### src/rtl/uart_hex_cmd_parser.sv
// ASCII hex command parser: accepts "P<hi><lo><CR|LF>" from a UART byte stream
// and emits the decoded command byte, with protocol-error and inter-byte timeout handling.
module uart_hex_cmd_parser #(
    parameter int unsigned TIMEOUT_CYCLES = 2500000
) (
    input  logic       i_clk,
    input  logic       i_rst_n,
    input  logic [7:0] i_rx_byte,
    input  logic       i_rx_valid,
    output logic [7:0] o_cmd_byte,
    output logic       o_cmd_valid,
    output logic       o_err,
    output logic       o_busy
);

    localparam int unsigned       CNT_W   = (TIMEOUT_CYCLES > 1) ? $clog2(TIMEOUT_CYCLES) : 1;
    localparam logic [CNT_W-1:0]  CNT_MAX = CNT_W'(TIMEOUT_CYCLES - 1);

    localparam logic [7:0] CH_CR    = 8'h0D;
    localparam logic [7:0] CH_LF    = 8'h0A;
    localparam logic [7:0] CH_SPACE = 8'h20;
    localparam logic [7:0] CH_P_UC  = 8'h50;
    localparam logic [7:0] CH_P_LC  = 8'h70;

    typedef enum logic [2:0] {
        ST_IDLE,
        ST_HI,
        ST_LO,
        ST_TERM,
        ST_ERR
    } state_e;

    state_e           state_q, state_d;
    logic [3:0]       hi_nib_q, hi_nib_d;
    logic [3:0]       lo_nib_q, lo_nib_d;
    logic [CNT_W-1:0] cnt_q, cnt_d;
    logic [7:0]       cmd_byte_q, cmd_byte_d;
    logic             cmd_valid_q, cmd_valid_d;
    logic             err_q, err_d;
    logic             timeout;

    function automatic logic is_hex(input logic [7:0] b);
        return ((b >= 8'h30) && (b <= 8'h39)) ||
               ((b >= 8'h41) && (b <= 8'h46)) ||
               ((b >= 8'h61) && (b <= 8'h66));
    endfunction

    // Letters A-F and a-f share the low nibble 1..6, so both map by adding 9.
    function automatic logic [3:0] hex_val(input logic [7:0] b);
        if (b <= 8'h39) begin
            return b[3:0];
        end
        return b[3:0] + 4'd9;
    endfunction

    function automatic logic is_eol(input logic [7:0] b);
        return (b == CH_CR) || (b == CH_LF);
    endfunction

    assign timeout = (state_q != ST_IDLE) && (cnt_q == CNT_MAX);

    // NOTE: every signal driven here gets a default first, so no path can leave
    // a variable unassigned and infer a latch.
    always_comb begin
        state_d     = state_q;
        hi_nib_d    = hi_nib_q;
        lo_nib_d    = lo_nib_q;
        cmd_byte_d  = cmd_byte_q;
        cmd_valid_d = 1'b0;
        err_d       = 1'b0;
        cnt_d       = cnt_q;

        if (i_rx_valid) begin
            case (state_q)
                ST_IDLE: begin
                    if ((i_rx_byte == CH_P_UC) || (i_rx_byte == CH_P_LC)) begin
                        state_d = ST_HI;
                    end else if (!is_eol(i_rx_byte) && (i_rx_byte != CH_SPACE)) begin
                        state_d = ST_ERR;
                    end
                end
                ST_HI: begin
                    if (is_hex(i_rx_byte)) begin
                        hi_nib_d = hex_val(i_rx_byte);
                        state_d  = ST_LO;
                    end else begin
                        state_d = ST_ERR;
                    end
                end
                ST_LO: begin
                    if (is_hex(i_rx_byte)) begin
                        lo_nib_d = hex_val(i_rx_byte);
                        state_d  = ST_TERM;
                    end else begin
                        state_d = ST_ERR;
                    end
                end
                ST_TERM: begin
                    if (is_eol(i_rx_byte)) begin
                        cmd_byte_d  = {hi_nib_q, lo_nib_q};
                        cmd_valid_d = 1'b1;
                        state_d     = ST_IDLE;
                    end else begin
                        state_d = ST_ERR;
                    end
                end
                ST_ERR: begin
                    if (is_eol(i_rx_byte)) begin
                        state_d = ST_IDLE;
                    end
                end
                default: state_d = ST_IDLE;
            endcase
        end else if (timeout) begin
            // An abandoned command is reported; leaving ERR was already reported on entry.
            state_d = ST_IDLE;
            err_d   = (state_q != ST_ERR);
        end

        if ((state_d == ST_ERR) && (state_q != ST_ERR)) begin
            err_d = 1'b1;
        end

        if (i_rx_valid || (state_d != state_q) || (state_q == ST_IDLE)) begin
            cnt_d = '0;
        end else if (cnt_q != CNT_MAX) begin
            cnt_d = cnt_q + 1'b1;
        end
    end

    // NOTE: sequential state uses non-blocking assignments so every register
    // samples its pre-edge value regardless of statement order.
    always_ff @(posedge i_clk or negedge i_rst_n) begin
        if (!i_rst_n) begin
            state_q     <= ST_IDLE;
            hi_nib_q    <= '0;
            lo_nib_q    <= '0;
            cnt_q       <= '0;
            cmd_byte_q  <= '0;
            cmd_valid_q <= 1'b0;
            err_q       <= 1'b0;
        end else begin
            state_q     <= state_d;
            hi_nib_q    <= hi_nib_d;
            lo_nib_q    <= lo_nib_d;
            cnt_q       <= cnt_d;
            cmd_byte_q  <= cmd_byte_d;
            cmd_valid_q <= cmd_valid_d;
            err_q       <= err_d;
        end
    end

    assign o_cmd_byte  = cmd_byte_q;
    assign o_cmd_valid = cmd_valid_q;
    assign o_err       = err_q;
    assign o_busy      = (state_q != ST_IDLE);

endmodule

### config.mk
export PLATFORM = sky130hd
export DESIGN_NAME = uart_hex_cmd_parser
export DESIGN_NICKNAME = d
export VERILOG_FILES = /design/src/rtl/uart_hex_cmd_parser.sv
export SDC_FILE = /design/constraint.sdc
export NUM_CORES = 1
export LEC_CHECK = 0
export ABC_CLOCK_PERIOD_IN_PS = 2400
export CORE_ASPECT_RATIO = 0.6
export CORE_MARGIN = 2
export CORE_UTILIZATION = 45
export CTS_BUF_LIST = sky130_fd_sc_hd__clkbuf_4
export DETAILED_ROUTE_END_ITERATION = 12
export PLACE_DENSITY_LB_ADDON = 0.1
export SLEW_MARGIN = 20
export SYNTH_ARGS = -nofsm -noshare
export SYNTH_HDL_FRONTEND = slang
export SYNTH_SLANG_ARGS = --single-unit
### constraint.sdc
create_clock -name i_clk -period 2.4 [get_ports i_clk]
set_input_delay 0.48 -clock i_clk [delete_from_list [all_inputs] [get_ports i_clk]]
set_output_delay 0.48 -clock i_clk [all_outputs]
set_load 0.01 [all_outputs]
==> results_dict.tcl <==
set metrics [dict create \
    hold_class "in2async" \
    switching_power_mw 0.344 \
    drc 0 \
    r2r_cells 5 \
    drtIter0Drc 119 \
    share_comb_of_total_power_pct 14.1 \
    cts_tree "built" \
    row_count 20 \
    ys_ff_latch 43 \
    critPathLaunchType "input pin" \
    core_area_um2 5050 \
    synth_top_area_share_pct 45.5 \
    final_cells 331 \
    num_antenna_cells 0 \
    cts_num_sinks 43 \
    place_inst 323 \
    grt_pass1_wl_mm 8.74 \
    fill_cells 459 \
    dp_hpwl_mm 3.74 \
    track_usage_pct 18.8 \
    holdWs_ps 115 \
    grt_overflow_total 0 \
    path_max_fanout 4 \
    total_power_mw 1.29 \
    layout-drive-gt1-share_pct 19.6 \
    yosysSeqAreaShare_pct 45.5 \
    clock_path_buffers 2 \
    status "complete, no violations" \
    htreeDepth 2 \
    portBuffers 21 \
    yosys_warnings 0 \
    syn_inst 225 \
    ys.flop_type "dfrtp_1" \
    setup_tns_ps 0 \
    end_kind "register" \
    fin_ws_ps 109 \
    maxCapViolCount 0 \
    grt_max_degree 28 \
    arrival_ps 2530 \
    start_util_pct 46.8 \
    ctsResizeCount 0 \
    slew_headroom_pct 60.3 \
    maxSlewViolCount 0 \
    timing.rr.start "cnt_q[15]" \
    synth.distinct_cells 48 \
    r2r-end "o_err" \
    synthesis.nets 242 \
    wire_per_inst_um 15.3 \
    yosys.area.top_type "dfrtp_1" \
    post-route-util_pct 56.0 \
    period_share_pct 95.5 \
    max_freq_mhz 436 \
    vias_per_cell 5.40 \
    synth_area_per_cell_um2 10.5 \
    skew_ps 7.30 \
    dpl_cell_area_um2 2770 \
    drt_pass1_iterations 4 \
    vdd_drop_max_v 0.000301 \
    clkLatencyLatePin_ps 340 \
    drt_wl_total_mm 5.06 \
    die_area_um2 5870 \
    nets 281 \
    setup_viol 0 \
    tightestPinTransition_ps 596 \
    cts_made_buffers 5 \
    grt_pass1_vias 1735 \
    rsz0062_at_grt "no" \
    clkPwrFrac_pct 27.9 \
    antenna_found_initial 0 \
    routabilityCongestion 0.790 \
    intPower_mw 0.948 \
    path_clk_slew_ps 130 \
    synth_edf_count 0 \
    critPathRequiredTime_ps 2640 \
    die_h_um 60.2 \
    vias 1789 \
    ff2ff_setup_slack_ps 330 \
    fp.dieW_um 97.6 \
    syn-cell-area_um2 2370 \
    worst-setup-path-type "in2reg" \
    ioPinCount 22 \
    synth-async-reset-ratio_pct 100 \
    p_sw_share_pct 26.6 \
    total_leakage_power_nw 1.24 \
    post-route-min-period_ps 2290 \
    hold_viol 0 \
    drt.antenna.violating_nets 0 \
    power_density_nw_per_um2 456 \
    dp_slack_ps -295 \
    synth.most_common_cell "dfrtp_1" \
    area_growth_pct 19.7 \
    synth_common_cells "43 x dfrtp_1, 25 x nor2_1, 13 x mux2_2, 13 x nand2_1, 13 x xor2_1" \
    seq_power_share_pct 58.0 \
    design_area_um2 2830 \
    root_buffer "clkbuf_4" \
    ys_top_cells_by_area "dfrtp_1 45%, mux2_2 6.2%, xor2_1 4.8%" \
]
worst max-delay path: stages:
cell and delay (ps):
clkdlybuf4s50_1 530, inv_1 100, ha_1 210, nor3b_1 140, o31ai_2 250, nand2_2 80
or3_4 410, mux2_1 320
layout by cell type (no fill, tap or decap), types with 4 or more instances in the layout:
cell type	count
and3_1	8
clkdlybuf4s50_1	20
ha_1	6
clkbuf_4	6
nand4_1	6
xor2_1	13
buf_4	19
inv_1	5
nand3_1	6
and4_1	4
o21ai_0	6
nor2_1	25
xnor2_1	9
nand2_1	13
mux2_2	13
nor3_1	6
o211ai_1	6
dfrtp_1	43
power groups by stage:
stage,sequential (mW),combinational (mW),clock [mW]
3_5_place_dp,0.763,0.184,0
3_3_place_gp,0.763,0.185,0
6_report,0.749,0.182,0.360
2_1_floorplan,0.764,0.0913,0
5_1_grt,0.752,0.205,0.401
4_1_cts,0.750,0.185,0.378
registers in the layout, summed over array words and instances (netlist names):
signal	count
o_cmd_valid	1
o_err	1
lo_nib_q	4
state_q	3
hi_nib_q	4
cnt_q	22
o_cmd_byte	8
routing by layer:
metal,vias up,track usage [%],part of all wire (%)
met1,859,31.0,58
met5,-,0,0
met3,4,3.98,3.9
li1,899,-,-
met4,0,3.17,0.45
met2,27,24.8,37
worst max-delay path by stage:
stage	cells after the start	endpoint	slack, ps	from
after CTS	8	hi_nib_q[0]	80	i_rx_byte[0]
after global placement	9	o_cmd_byte[6]	-250	i_rx_byte[0]
after floorplan	7	hi_nib_q[0]	270	i_rx_byte[0]
after global routing	9	hi_nib_q[0]	10	i_rx_byte[0]
after detailed placement	8	hi_nib_q[0]	-300	i_rx_byte[0]
final	8	hi_nib_q[0]	110	i_rx_byte[0]
layout make-up:
cell class	count	area, um2	share of cell area, %
Clock buffer	6	45.0	1.59
Clock inverter	2	12.5	0.442
Inverter	5	18.8	0.663
Multi-Input combinational cell	168	1230	43.4
Sequential cell	43	1080	38.0
Tap cell	66	82.6	2.92
Timing Repair Buffer	41	368	13.0
cell families (layout without fill, tap and decap cells):
logic type | count (synthesis) | in the layout | share of synthesized area, %
compound gates | 28 | 28 | 9.20
xor+xnor | 22 | 22 | 8.14
fa+ha+maj | 6 | 6 | 3.17
buf+inv | 14 | 54 | 2.59
flops | 43 | 43 | 45.5
mux | 17 | 17 | 8.25
simple gates | 95 | 95 | 23.2
repair_timing:
action,in CTS,in global routing
buffers inserted,0,0
setup endpoints to repair,0,8
hold buffers,0,0
(Power assumes the default switching activity.)
